**src/rtl/rv_instr_encoder_loader.sv**
```systemverilog
// RV32I field-bundle encoder and sequential instruction-memory loader.
// Optional immediate range checking is enabled by defining ENCODER_IMM_CHECK_EN.
module rv_instr_encoder_loader #(
  parameter int ADDR_WIDTH = 8,
  parameter int DEPTH      = 256
) (
  input  logic                  clk,
  input  logic                  rst,
  input  logic                  start,
  input  logic                  in_valid,
  output logic                  in_ready,
  input  logic                  in_last,
  input  logic [2:0]            kind,
  input  logic [2:0]            func3,
  input  logic                  func7b5,
  input  logic [4:0]            rd,
  input  logic [4:0]            rs1,
  input  logic [4:0]            rs2,
  input  logic [31:0]           imm,
  output logic                  mem_we,
  output logic [ADDR_WIDTH-1:0] mem_addr,
  output logic [31:0]           mem_wdata,
  output logic [ADDR_WIDTH:0]   count,
  output logic                  done,
  output logic                  overflow,
  output logic                  err_illegal
);

  localparam logic [2:0] K_R = 3'd0, K_I = 3'd1, K_LOAD = 3'd2, K_STORE = 3'd3,
                         K_BRANCH = 3'd4, K_LUI = 3'd5, K_JAL = 3'd6, K_JALR = 3'd7;
  localparam logic [ADDR_WIDTH:0] DEPTH_C = (ADDR_WIDTH+1)'(DEPTH);

  typedef enum logic [1:0] {IDLE, LOAD, DONE} state_t;
  state_t state, state_n;

  logic accept;
  logic legal;

  function automatic logic [31:0] encode(
    input logic [2:0] k, input logic [2:0] f3, input logic f7,
    input logic [4:0] d, input logic [4:0] s1, input logic [4:0] s2,
    input logic [31:0] im);
    logic [31:0] w;
    w = 32'd0;
    case (k)
      K_R:      w = {1'b0, f7, 5'b0, s2, s1, f3, d, 7'b0110011};
      K_I:
        // Shift-immediates carry funct7 in the upper bits and a 5-bit shamt
        if (f3 == 3'b001 || f3 == 3'b101)
          w = {1'b0, f7, 5'b0, im[4:0], s1, f3, d, 7'b0010011};
        else
          w = {im[11:0], s1, f3, d, 7'b0010011};
      K_LOAD:   w = {im[11:0], s1, f3, d, 7'b0000011};
      K_STORE:  w = {im[11:5], s2, s1, f3, im[4:0], 7'b0100011};
      K_BRANCH: w = {im[12], im[10:5], s2, s1, f3, im[4:1], im[11], 7'b1100011};
      K_LUI:    w = {im[31:12], d, 7'b0110111};
      K_JAL:    w = {im[20], im[10:1], im[11], im[19:12], d, 7'b1101111};
      K_JALR:   w = {im[11:0], s1, 3'b000, d, 7'b1100111};
      default:  w = 32'd0;
    endcase
    return w;
  endfunction

  assign in_ready = (state == LOAD) && (count < DEPTH_C);
  assign accept   = in_valid && in_ready;

`ifdef ENCODER_IMM_CHECK_EN
  function automatic logic imm_legal(input logic [2:0] k, input logic [31:0] im);
    logic ok;
    ok = 1'b1;
    case (k)
      K_I, K_LOAD, K_STORE, K_JALR: ok = (&im[31:11]) || !(|im[31:11]);
      K_BRANCH: ok = ((&im[31:12]) || !(|im[31:12])) && !im[0];
      K_JAL:    ok = ((&im[31:20]) || !(|im[31:20])) && !im[0];
      K_LUI:    ok = !(|im[11:0]);
      default:  ok = 1'b1;
    endcase
    return ok;
  endfunction

  assign legal = imm_legal(kind, imm);

  always_ff @(posedge clk) begin
    if (rst || start)
      err_illegal <= 1'b0;
    else if (accept && !legal)
      err_illegal <= 1'b1;
  end
`else
  assign legal       = 1'b1;
  assign err_illegal = 1'b0;
`endif

  always_ff @(posedge clk) begin
    if (rst) state <= IDLE;
    else     state <= state_n;
  end

  always_comb begin
    state_n = state;
    case (state)
      IDLE:    if (start) state_n = LOAD;
      LOAD:    if (start) state_n = LOAD;
               else if (accept && in_last) state_n = DONE;
      DONE:    if (start) state_n = LOAD;
      default: state_n = IDLE;
    endcase
  end

  // Write stage: the accepting edge launches the write and advances count
  always_ff @(posedge clk) begin
    if (rst) begin
      mem_we    <= 1'b0;
      mem_addr  <= '0;
      mem_wdata <= 32'd0;
      count     <= '0;
      done      <= 1'b0;
      overflow  <= 1'b0;
    end else begin
      mem_we <= 1'b0;
      if (start) begin
        count    <= '0;
        done     <= 1'b0;
        overflow <= 1'b0;
      end else if (accept) begin
        if (legal) begin
          mem_we    <= 1'b1;
          mem_addr  <= count[ADDR_WIDTH-1:0];
          mem_wdata <= encode(kind, func3, func7b5, rd, rs1, rs2, imm);
          count     <= count + 1'b1;
        end
        if (in_last) done <= 1'b1;
      end else if (state == LOAD && in_valid) begin
        overflow <= 1'b1;
      end
    end
  end

endmodule

```
**config.mk**
```make
export PLATFORM = sky130hd
export DESIGN_NAME = rv_instr_encoder_loader
export DESIGN_NICKNAME = d
export VERILOG_FILES = /design/src/rtl/rv_instr_encoder_loader.sv
export SDC_FILE = /design/constraint.sdc
export NUM_CORES = 1
export LEC_CHECK = 0
export CAP_MARGIN = 5
export CORE_MARGIN = 2
export CORE_UTILIZATION = 45
export CTS_CLUSTER_SIZE = 10
export DETAILED_ROUTE_END_ITERATION = 7
export GPL_ROUTABILITY_DRIVEN = 0
export PLACE_DENSITY_LB_ADDON = 0.12
export SYNTH_ARGS = -nofsm -noshare
export SYNTH_HDL_FRONTEND = slang
export SYNTH_SLANG_ARGS = --single-unit
export TNS_END_PERCENT = 1
```
**constraint.sdc**
```tcl
create_clock -name clk -period 3.8 [get_ports clk]
set_input_delay 0.76 -clock clk [delete_from_list [all_inputs] [get_ports clk]]
set_output_delay 0.76 -clock clk [all_outputs]
set_load 0.05 [all_outputs]
```
== Word-level counts from Yosys, hierarchy flattened ==
Cells that the tools add are included.

* Logic and storage cells: 44
* Register bits after elaboration: 54
* Bits of input ports: 59
* Output and inout port bits: 54

* Add/subtract/negate cells: 1
* Order comparisons: 1
* Mux-type cells: 7
* Bitwise operators: 2
* Reduce and logical (&&, ||, !) cells: 13
* Equal/unequal tests: 13

{| class="wikitable"
|+ Operators with widths
! operator !! number
|-
| $pmux 32 s8 || 1
|-
| $mux 32 || 1
|-
| $eq 3x3->1 const B || 5
|-
| $add 9x1->9 const B || 1
|-
| $lt 9x9->1 const B || 1
|-
| $reduce_and 2->1 || 4
|-
| $eq 3x1->1 const B || 2
|-
| $eq 3x2->1 const B || 2
|-
| $mux 2 || 3
|-
| $logic_and 1x1->1 || 4
|-
| $pmux 2 s2 || 1
|-
| $reduce_or 2->1 || 2
|-
| $logic_not 3->1 || 1
|-
| $ne 3x2->1 const B || 1
|-
| $eq 2x1->1 const B || 1
|-
| $eq 2x2->1 const B || 1
|-
| $logic_not 2->1 || 1
|-
| $ne 2x1->1 const B || 1
|-
| $not 1->1 || 2
|-
| $logic_or 1x1->1 || 1
|-
| $mux 1 || 1
|}

== Logic depth before layout (Yosys ltp) ==
Gate-level depths: netlist (run 1).

* Depth in word-level cells: 7
* Mapped depth: 7
* Depth with buffers taken out: 4

== Least setup slack after synthesis (run 1) ==
OpenSTA, ideal clock, no wires.

* Path type: register -> output
* Start: register count[8]
* End: output port in_ready
* Stages on the path, launching flop included: 2
* Required time: 3.040 ns
* Data arrival time: 1.728 ns
* Path slack: 1.312 ns
* Buffers on the path: 0
* Path through: dfxtp_1 nor3b_1

* Longest elaborated chain between the ends: 2

{| class="wikitable"
|+ Ends and longest elaborated chain
! what !! RTL line !! text
|-
| start: declaration || 23 || <nowiki>output logic [ADDR_WIDTH:0] count,</nowiki>
|-
| start signal: assignment || 130 || <nowiki>count <= count + 1'b1;</nowiki>
|-
| $lt 9x9->1 || 64 || <nowiki>assign in_ready = (state == LOAD) && (count < DEPTH_C);</nowiki>
|-
| $logic_and 1x1->1 || 64 ||
|-
| end: declaration || 11 || <nowiki>output logic in_ready,</nowiki>
|}

No other way between the ends.

== Worst setup path in the final report (run 1) ==
* Start: register state[0]
* End: output port in_ready

* Longest elaborated chain between the ends: 2

{| class="wikitable"
|+ Ends and longest elaborated chain
! what !! RTL line !! text
|-
| start: declaration || 34 || <nowiki>state_t state, state_n;</nowiki>
|-
| start signal: assignment || 96 || <nowiki>else state <= state_n;</nowiki>
|-
| $eq 2x1->1 || 64 ||
|-
| $logic_and 1x1->1 || 64 ||
|}

No other way between the ends.

==> impl_metrics.toml, run 1 <==
[drt]
wl_per_cell_um = 14.3
drt-vias-per-instance = 5.38
routed_wl_mm = 6.61
first_pass_iters = 4
vias = 2484
drcViolationCount = 0
detail_route.iter0.violations = 83
postRouteAntennaNets = 0

[timing]
min_period_ns = 2.56
max_slew_margin_pct = 51.0
setup-violations-final = 0
final.setup.worst_slack_ns = 1.24
fmax_mhz = 390
fin_worst_skew_ns = 0.00833
finalHoldViolCount = 0
tns_ns = 0
timing.hold.ws_ns = 0.454
rsz0062_at_grt = "false"
worstMarginPinSlew_ns = 0.732
maxSlewViolCount = 0
min_period_over_period_pct = 67.5

[global_routing]
grt_max_degree = 36
grt_usage_pct = 21.1
first_global_vias = 2238
grt-ovfl-total = 0
antenna_found_initial = 0
grt_first_pass_wirelength_mm = 10.6

[cells_and_area]
seqCellArea_um2 = 1060
final_nets = 449
antenna_cells = 0
final_util_pct = 68.2
area_growth_pct = 46.3
instances_no_fill = 462
multiInputGateArea_um2 = 1340
drive_gt1_share_pct = 4.36
fill_cells = 484

[setup_path]
cp-end-kind = "output port"
timing.rr.start = "state[0]$_SDFFE_PP0P_"
arrival_ns = 1.80
ff2ff_path_depth = 5
startpoint = "state[0]$_SDFFE_PP0P_"
crit_path_start_kind = "flop"
path_class = "flop to output port"
crit_required_ns = 3.04
cp_max_fo = 7
timing.critical_path.to = "in_ready"
ff2ff_setup_slack_ns = 1.84
reg2reg_to = "mem_wdata[17]$_SDFFE_PP0P_"

[run_status]
status = "finished clean"

[clocking]
cts_root_buf = "clkbuf_8"
cts_sinks = 53
cts_buffers = 5
h-tree-depth = 2
cts_tree = "done"
clk_path_buf_depth = 2
clk_pin_slew_worst_paths_ns = 0.10
clk_latency_ns = 0.30
cts_hold_buf = 0
post_cts_resized = 0
post_cts.repair.setup_buffers = 0

[run]
drv_cap = 0

[synth]
synth-edff-count = 0
async_reset_ff_share_pct = 0
ys_seq_area_share_pct = 41.6
synthCells = 291
synth_nets = 351
syn_area_um2 = 2550
ys_warn_count = 0
synth_seq_cells = 53
syn_avg_cell_area_um2 = 8.76
ys.flop_type = "dfxtp_1"
yosysUniqueCellTypes = 50

[floorplan]
dieArea_um2 = 6280
die_h_um = 79.3
die_w_um = 79.3
io_pins = 113
fp.coreArea_um2 = 5470
rows = 27
start_util_pct = 46.6

[min_path]
hp-class = "flop to flop"

[placement]
io_buffers = 111
dp.cells = 454
pre_cts_ws_ns = 0.997
dp_hpwl_mm = 4.95

[power]
ir_drop_v = 0.000161
cellLeakagePower_nw = 1.31
p_per_area_nw_per_um2 = 308
[critical path: stages (launching register included)]
cell and delay [ns]:
dfxtp_1 0.45, nor3b_1 0.22, clkdlybuf4s50_1 0.83
[worst min path at each step]
stage / start / to / slack [ns] / depth (start not counted)
5_1_grt: mem_wdata[3]$_SDFFE_PP0P_ / mem_wdata[3]$_SDFFE_PP0P_ / 0.48 / 2
6_report: mem_wdata[3]$_SDFFE_PP0P_ / mem_wdata[3]$_SDFFE_PP0P_ / 0.45 / 2
3_3_place_gp: mem_wdata[3]$_SDFFE_PP0P_ / mem_wdata[3]$_SDFFE_PP0P_ / 0.44 / 2
2_1_floorplan: state[1]$_SDFFE_PP0P_ / state[0]$_SDFFE_PP0P_ / 0.49 / 1
3_5_place_dp: mem_wdata[3]$_SDFFE_PP0P_ / mem_wdata[3]$_SDFFE_PP0P_ / 0.45 / 2
4_1_cts: mem_wdata[3]$_SDFFE_PP0P_ / mem_wdata[3]$_SDFFE_PP0P_ / 0.46 / 2
[registers in the layout, summed over array words and instances, names as in the netlist]
register and count:
state 2, done 1, overflow 1, count 9, mem_we 1, mem_addr 8
mem_wdata 31
[layout make-up]
cell class,instances,area share [%]
clock buffers,6,1.95
flip-flops and latches,53,28.4
clock inverters,2,0.369
inverters,2,0.201
repair buffers,115,30.6
multi-input cells,212,36.0
well taps,72,2.42
[synth_stat cells, drive strengths merged, types with 2 or more instances]
library cell / n / area (um^2)
a221oi: 4 / 35.0
nor2: 35 / 139
o21ai: 4 / 20.0
a311oi: 2 / 17.5
clkbuf: 5 / 18.8
a22oi: 5 / 37.5
nand4: 3 / 18.8
nor3b: 2 / 15.0
nor3: 12 / 65.1
xnor2: 3 / 26.3
a2111oi: 2 / 18.8
a41oi: 2 / 17.5
o22ai: 5 / 31.3
or3: 3 / 18.8
and3: 3 / 18.8
buf: 19 / 118
o2bb2ai: 6 / 52.6
inv: 2 / 7.51
nor2b: 4 / 25.0
mux2i: 19 / 190
a22o: 5 / 43.8
nand3: 3 / 15.0
nand2: 30 / 113
a211oi: 16 / 120
xor2: 4 / 35.0
dfxtp: 53 / 1060
a21oi: 20 / 104
nand2b: 6 / 45.0
[logic make-up after synthesis]
group,count (synthesis),share of synthesized area [%]
XOR/XNOR,7,2.41
adder cells (fa/ha/maj),1,0.491
flip-flops,53,41.6
buffers and inverters,26,5.65
AO/OA/AOI/OAI,77,21.6
other,1,0.147
AND/OR/NAND/NOR,107,20.6
multiplexers,19,7.46
[layout by cell type (no fill, tap or decap), drive strengths merged, types with 2 or more instances in the layout]
master and count:
clkdlybuf4s50 111, dfxtp 53, nor2 35, nand2 30, a21oi 20, mux2i 19, a211oi 16, nor3 12
o2bb2ai 6, nand2b 6, clkbuf 6, o22ai 5, a22oi 5, a22o 5, nor2b 4, o21ai 4
xor2 4, a221oi 4, buf 4, and3 3, nand3 3, or3 3, nand4 3, xnor2 3
inv 3, nor3b 2, a311oi 2, a41oi 2, a2111oi 2
[routing by layer]
layer | track usage (%) | wire [um] | share of wire (%)
met1 | 28.3 | 2980 | 45
met2 | 35.1 | 3320 | 50
met4 | 5.69 | 46 | 0.70
met3 | 3.52 | 263 | 4.0
met5 | 0 | 0 | 0
[stage by stage]
stage | cell area (um^2) | power, mW
finish | 3730 | 1.15
CTS | 3730 | 1.16
detailed placement | 3640 | 0.847
floorplan | 2550 | 0.739
global route | 3730 | 1.20
global placement | 3640 | 0.844
[report_power, final]
group          internal, mW  leakage (nW)  switching, mW
logic                 0.117         0.839          0.139
clock network         0.132        0.0456          0.183
registers             0.569         0.429        0.00873
No activity file was read; power rests on OpenSTA's default activity.
==> inputs of run 2 (changes only) <==
--- a/config.mk
+++ b/config.mk
@@ -7,7 +7,7 @@
 export LEC_CHECK = 0
 export CAP_MARGIN = 5
 export CORE_MARGIN = 2
-export CORE_UTILIZATION = 45
+export CORE_UTILIZATION = 42
 export CTS_CLUSTER_SIZE = 10
 export DETAILED_ROUTE_END_ITERATION = 7
 export GPL_ROUTABILITY_DRIVEN = 0
==> constraint.sdc (replaced) <==
create_clock -name clk -period 2.6 [get_ports clk]
set_input_delay 0.52 -clock clk [delete_from_list [all_inputs] [get_ports clk]]
set_output_delay 0.52 -clock clk [all_outputs]
set_load 0.05 [all_outputs]
==> run 2 against run 1 <==
First-iteration DRC count increased by 30%. Via count decreased by 0.48%. Die area increased by 6.8%. Non-clock buffer count increased by 6. Hold slack improved by 0.0048 ns. Sequential power increased by 46%. Critical path type unchanged. Sequential share of layout area decreased by 0.44 points. Total power increased by 45%. Clock skew decreased by 0.0029 ns. Largest cell class unchanged. Wire length decreased by 0.68%. Register-to-register slack got worse by 0.85 ns. Critical endpoint unchanged. Combinational power increased by 49%.
==> impl_metrics.toml, run 2 (synthesis gave the netlist of run 1 again) <==
[setup_path]
crit_path_start_kind = "flop"
cp_max_fo = 7
arrival_ns = 1.76
ff2ff_setup_slack_ns = 0.99
path_class = "flop to output port"
crit_required_ns = 2.08
cp-end-kind = "output port"

[timing]
rsz0062_at_grt = "false"
timing.hold.ws_ns = 0.459
fin_worst_skew_ns = 0.00543
setup-violations-final = 0
max_slew_margin_pct = 63.6
min_period_ns = 2.28
fmax_mhz = 439
finalHoldViolCount = 0
min_period_over_period_pct = 87.6
worstMarginPinSlew_ns = 0.541
final.setup.worst_slack_ns = 0.324
maxSlewViolCount = 0
tns_ns = 0

[power]
cellLeakagePower_nw = 1.34
power.total_mw = 1.67
p_per_area_nw_per_um2 = 440
ir_drop_v = 0.000265

[cells_and_area]
area_growth_pct = 48.6
instances_no_fill = 471
final_common_cell = "clkdlybuf4s50_1"
final_nets = 455
antenna_cells = 0
largest_register_ff_count = 31
mostFrequentLayoutCells = "111 x clkdlybuf4s50_1, 53 x dfxtp_1, 34 x nor2_1"
regMostFlops = "mem_wdata"
drive_gt1_share_pct = 5.56
final_util_pct = 64.4
final_cell_area_um2 = 3790
top_regs = "mem_wdata: 31 flops, count: 9 flops, mem_addr: 8 flops"

[clocking]
cts_tree = "done"
post_cts_resized = 0
h-tree-depth = 2
cts_sinks = 53
clk_path_buf_depth = 2
cts_hold_buf = 0
post_cts.repair.setup_buffers = 0
clk_pin_slew_worst_paths_ns = 0.09
cts_buffers = 5
cts_root_buf = "clkbuf_8"
clk_latency_ns = 0.29

[placement]
dp_hpwl_mm = 5.05
pre_cts_ws_ns = 0.276
place_area_um2 = 3700
dp.cells = 463
io_buffers = 111

[drt]
drt-vias-per-instance = 5.25
detail_route.iter0.violations = 108
postRouteAntennaNets = 0
routed_wl_mm = 6.56
wl_per_cell_um = 13.9
drcViolationCount = 0
first_pass_iters = 4
vias = 2472

[floorplan]
rows = 28
die_w_um = 81.9
io_pins = 113
dieArea_um2 = 6710
fp.coreArea_um2 = 5890
die_h_um = 81.9
start_util_pct = 43.3

[global_routing]
first_global_vias = 2222
antenna_found_initial = 0
grt_usage_pct = 19.1
grt-ovfl-total = 0
grt_max_degree = 33
grt_first_pass_wirelength_mm = 10.1

[run]
drv_cap = 0

[run_status]
status = "finished clean"

[min_path]
hp-class = "flop to flop"
-- run 2: cell count changes in the layout (fill, tap and decap cells not counted), sizes merged --
cell      change
buf           +6
clkbuf        +1
clkinv        -1
clkinvlp      +1
inv           -1
-- run 2: final cells by class --
cell class              instances  area, um^2
well taps                      75        93.8
clock buffers                   7        76.3
multi-input cells             212        1340
flip-flops and latches         53        1060
clock inverters                 1        7.51
inverters                       2        7.51
fillers                       521        2100
repair buffers                121        1200
-- run 2: report_power, final --
part	internal, mW	switching, mW
sequential	0.831	0.0120
combinational	0.179	0.203
clock	0.191	0.250
total	1.20	0.465
-- run 2: final timing paths --
kind / from / to / cells past startpoint
worst max-delay path: state[0]$_SDFFE_PP0P_ / in_ready / 2
worst min-delay path: mem_wdata[6]$_SDFFE_PP0P_ / mem_wdata[6]$_SDFFE_PP0P_ / 2
worst min register to register: mem_wdata[6]$_SDFFE_PP0P_ / mem_wdata[6]$_SDFFE_PP0P_ / 2
worst max register to register: count[8]$_SDFFE_PP0N_ / mem_wdata[17]$_SDFFE_PP0P_ / 5
-- run 2: layer usage --
| layer | part of all wire (%) | vias up | track usage (%) |
|---|---|---|---|
| li1 | - | 1262 | - |
| met1 | 46 | 1135 | 25.3 |
| met2 | 47 | 69 | 31.0 |
| met3 | 5.4 | 6 | 4.73 |
| met4 | 1.1 | 0 | 5.00 |
| met5 | 0 | - | 0 |
-- run 2: worst max-delay path, stage by stage, from the launching register on --
cell             delay (ns)
dfxtp_1                0.42
nor3b_1                0.21
clkdlybuf4s50_1        0.83
